## config.mk

```make
export PLATFORM = sky130hd
export DESIGN_NAME = program_counter
export DESIGN_NICKNAME = d
export VERILOG_FILES = /design/src/rtl/program_counter.sv
export SDC_FILE = /design/constraint.sdc
export NUM_CORES = 1
export LEC_CHECK = 0
export ABC_AREA = 1
export BUFFER_PORTS_ARGS = -buffer_cell sky130_fd_sc_hd__buf_2
export CAP_MARGIN = 20
export CELL_PAD_IN_SITES_DETAIL_PLACEMENT = 1
export CELL_PAD_IN_SITES_GLOBAL_PLACEMENT = 2
export CORE_MARGIN = 1.5
export CORE_UTILIZATION = 24
export DETAILED_ROUTE_END_ITERATION = 10
export PLACE_DENSITY = 0.87
export REMOVE_ABC_BUFFERS = 1
export SYNTH_ARGS = -nofsm -noshare
export SYNTH_HDL_FRONTEND = slang
export SYNTH_SLANG_ARGS = --single-unit
```

## constraint.sdc

```tcl
create_clock -name clk -period 0.8 [get_ports clk]
set_input_delay 0.12 -clock clk [delete_from_list [all_inputs] [get_ports clk]]
set_output_delay 0.12 -clock clk [all_outputs]
set_load 0.05 [all_outputs]
```

## src/rtl/program_counter.sv

```systemverilog
// Purpose: program-counter register for the five-stage pipeline; holds the fetch address.
// Latency: one rising clk edge from write_enable=1 to the new value on out; reset is immediate.
// Backpressure: write_enable=0 is a stall and holds out; optional trace via `define PC_TRACE_EN.
module program_counter #(
   parameter int               WIDTH       = 32,
   parameter logic [WIDTH-1:0] RESET_VALUE = '0
) (
   input  logic             write_enable,
   input  logic             clk,
   input  logic             rst,
   input  logic [WIDTH-1:0] in,
   output logic [WIDTH-1:0] out
);

   logic [WIDTH-1:0] pc_d;
   logic [WIDTH-1:0] pc_q;

   // Next-PC select: take the presented value on a load, otherwise hold (stall).
   always_comb begin
      pc_d = pc_q;
      if (write_enable) begin
         pc_d = in;
      end
   end

   // PC register; reset is asynchronous and dominates any load.
   always_ff @(posedge clk or negedge rst) begin
      if (!rst) begin
         pc_q <= RESET_VALUE;
      end else begin
         pc_q <= pc_d;
      end
   end

   // Output comes straight from the flop, so there is no path from in/write_enable to out.
   assign out = pc_q;

`ifdef PC_TRACE_EN
   // Simulation-only trace of every PC change, reported with old and new values.
   always @(posedge clk) begin
      if (rst && (pc_d != pc_q)) begin
         $display("%0t program_counter: pc %0d (0x%h) -> %0d (0x%h)",
                  $time, pc_q, pc_q, pc_d, pc_d);
      end
   end

   // Simulation-only note on each entry into reset.
   always @(negedge rst) begin
      $display("%0t program_counter: reset", $time);
   end
`endif

endmodule

```

* Yosys cells after proc, flatten, opt, wreduce, memory -nomap -nowiden
Index checks and enable logic that the tools add are counted.
** Storage, ports and cells
- Logic and storage cells :: 1
- ROM bits :: 0
- Register bits after elaboration :: 32
- Output and inout bits :: 32
- Input port bits :: 35
- RAM bits :: 0
- Memories :: 0
- Bits in latches :: 0
** Operators by class
- Equal/unequal tests :: 0
- Reductions and logical operators :: 0
- Mux-type cells :: 0
- $lt $le $gt $ge :: 0
- Bitwise operators :: 0
- Multipliers :: 0
- $add $sub $neg :: 0
- Shift operators :: 0
- Divide/modulo/power cells :: 0

* Longest topological paths before layout
- Depth after elaboration :: 0
- Depth in mapped cells :: 5
- Gate-level depth less buffers :: 3

* Worst setup path before layout
Ideal clock, no wire load.
- Path kind :: reg2reg
- Start point :: register, netlist name out[0]
- End point :: register pc_q[0] (netlist: out[0])
- Buffers on the path :: 0
- Path slack :: -0.037 ns
- Data required time :: 0.681 ns
- Clock period less this slack :: 0.837 ns
- Arrival time :: 0.718 ns
- Cell stages (with the launch flop) :: 3
- Library setup time :: 0.119 ns
- Cells stage by stage :: dfrtp_1 > nand2_2 > nand2_1
** RTL lines
- end signal, assigned :: RTL line 31 : pc_q <= pc_d;
- end, declared :: RTL line 16 : logic [WIDTH-1:0] pc_q;

* Worst setup path after layout
- Start point :: register pc_q[28] (netlist: out[28])
- End point :: output out[28]
** RTL lines
- end, declared :: RTL line 12 : output logic [WIDTH-1:0] out
No word-level cell between the ends.

==> qor.yml <==
status: "finished, violations left"
violations: "negative setup slack"
irDropWorstVdd_uv: 771
async_flop_share_pct: 100
die_area_mm2: 0.00583
postSynthCellCount: 136
cts_made_buffers: 5
wl_per_cell_um: 11.9
worst-setup-path-type: "register to primary output"
fp.dieW_um: 76.4
yosys-top-cells-count: "nand2_1 (86), dfrtp_1 (32), nand2_2 (10)"
worst-path-max-fanout: 2
worstSetupEndpointType: "primary output"
clock_latency_ns: 0.27
period_needed_ns: 0.963
rsz0062_at_grt: "yes"
rr_startpoint: "out[8]"
worst_hold_startpoint: "in[20]"
cts_sinks: 32
die_y_um: 76.4
clk_pin_slew_worst_paths_ns: 0.07
routed_wl_um: 3620
cts_tree: "yes"
drc: 0
hold-worst-slack_ns: 0.0418
crit_slowest_cell: "dfrtp_1"
worst_pin_slew_ns: 0.220
antenna_found_initial: 0
maxSlewViolCount: 0
grt_pass1_wl_um: 5950
reg2reg_to: "out[8]"
place_ws_ns: 0.0569
power_density_mw_per_mm2: 2080
drtAntennaViolNets: 0
period_share_pct: 120
vias: 1196
skew_ns: 0
grt_usage_pct: 12.7
core-area_mm2: 0.00514
nets: 268
slew-limit-headroom_pct: 85.3
dp.final_hpwl_um: 2170
p_leak_uw: 0.00122
timing.final.ws_setup_ns: -0.163
syn2layout_area_growth_pct: 68.7
antennaDiodeCount: 0
htreeDepth: 2
port_buffers: 66
routed_via_density: 3.93
yosys_warnings: 0
ioPinCount: 67
min_to: "out[20]"
reg2reg_slack_ns: -0.07
worstHoldPathCells: 3
worstPathArrival_ns: 0.84
path_cells: "buf_6"
cpLargestDelayFamily: "flip-flops"
fin_cells: 304
cts_buffer_depth: 2
cts_root_buffer: "clkbuf_8"
ys.flop_type: "dfrtp_1"
finalSetupViolCount: 38
fmax_mhz: 1040
yosysUniqueCellTypes: 7
avgSynthCellArea_um2: 9.50
startpoint_type: "register"
start_util_pct: 25.1
place_inst: 268
hold_path.class: "input port to register"
critPathMaxStageDelay_ns: 0.41
overflow: 0
num_rows: 26
grt_max_degree: 33
dr.pass1.iters: 2
drive_above_1_share_pct: 48.7
yosys.area.top_type: "dfrtp_1"
ys_seq_area_share_pct: 62.0
crit_required_ns: 0.68
yosysMostFrequentCell: "nand2_1"
final-hold-violation-count: 0
r2r_cells: 4
globalplace.congestion: 0.680
drt_iter0_drc: 22
crit_buf_inv: 1
max_cap_viol_count: 0
grt_pass1_vias: 1258
largest_reg_flops: 32
synth.top_cell.area_share_pct: 62.0
synth_edf_count: 0
ys_ff_latch: 32
netlist_area_mm2: 0.00129
synthTopCellsByArea: "dfrtp_1 (62%), nand2_1 (25%), nand2_2 (4.8%), clkbuf_8 (3.2%), buf_6 (2.6%)"
[where the power goes]
part	internal, uW	switching (uW)	total [uW]
sequential	1760	109	1870
combinational	577	825	1400
clock	701	551	1250
[cell usage in the layout (no fill, tap or decap), drive strengths merged]
cell,count
nand2,96
buf,96
dfrtp,32
clkbuf,8
inv,1
dlygate4sd3,1
[logic make-up (layout without fill, tap and decap cells)]
| family | after synthesis | after routing | synth area share, % |
|---|---|---|---|
| buffers and inverters | 8 | 106 | 8.23 |
| flip-flops | 32 | 32 | 62.0 |
| AND/OR/NAND/NOR | 96 | 96 | 29.8 |
[cell type report]
cell class	instances	area [um^2]
fill	638	2960
inverter	1	11.3
multi-input combinational	96	388
tap	70	87.6
sequential	32	801
timing repair buffer	97	803
clock buffer	8	90.1
[stage by stage]
| stage | TNS (ns) | instance area, um^2 | power [uW] | utilization, % |
|---|---|---|---|---|
| after floorplan | -1.08 | 1200 | 2540 | - |
| after global placement | 0 | 1680 | 2890 | 32.6 |
| after detailed placement | 0 | 1680 | 2910 | 32.6 |
| after CTS | -5.00 | 2070 | 4490 | 40.2 |
| after global routing | -6.17 | 2180 | 4760 | 42.4 |
| final | -4.89 | 2180 | 4530 | 42.4 |
[worst max path at each step]
stage | endpoint | slack [ns] | startpoint | depth (start not counted)
2_1_floorplan | out[0] | -0.04 | out[0] | 2
3_3_place_gp | out[17] | 0.08 | out[17] | 1
3_5_place_dp | out[5] | 0.06 | out[5] | 1
4_1_cts | out[28] | -0.18 | out[28] | 1
5_1_grt | out[28] | -0.20 | out[28] | 1
6_report | out[28] | -0.16 | out[28] | 1
[timing repair]
| action | 4_1_cts | 5_1_grt |
|---|---|---|
| endpoints found under the hold margin | 32 | 0 |
| gates resized for setup | 64 | 1 |
| buffers inserted | 12 | 15 |
| endpoints found under the setup margin | 32 | 32 |
| cloned | 0 | 0 |
| hold buffers | 1 | 0 |
[per-layer routing]
| layer | global-route usage (%) | part of all wire (%) |
|---|---|---|
| met4 | 3.89 | 0.47 |
| met2 | 23.9 | 55 |
| met1 | 13.9 | 41 |
| met3 | 3.11 | 3.8 |
| met5 | 0 | 0 |
(Power assumes the default switching activity.)
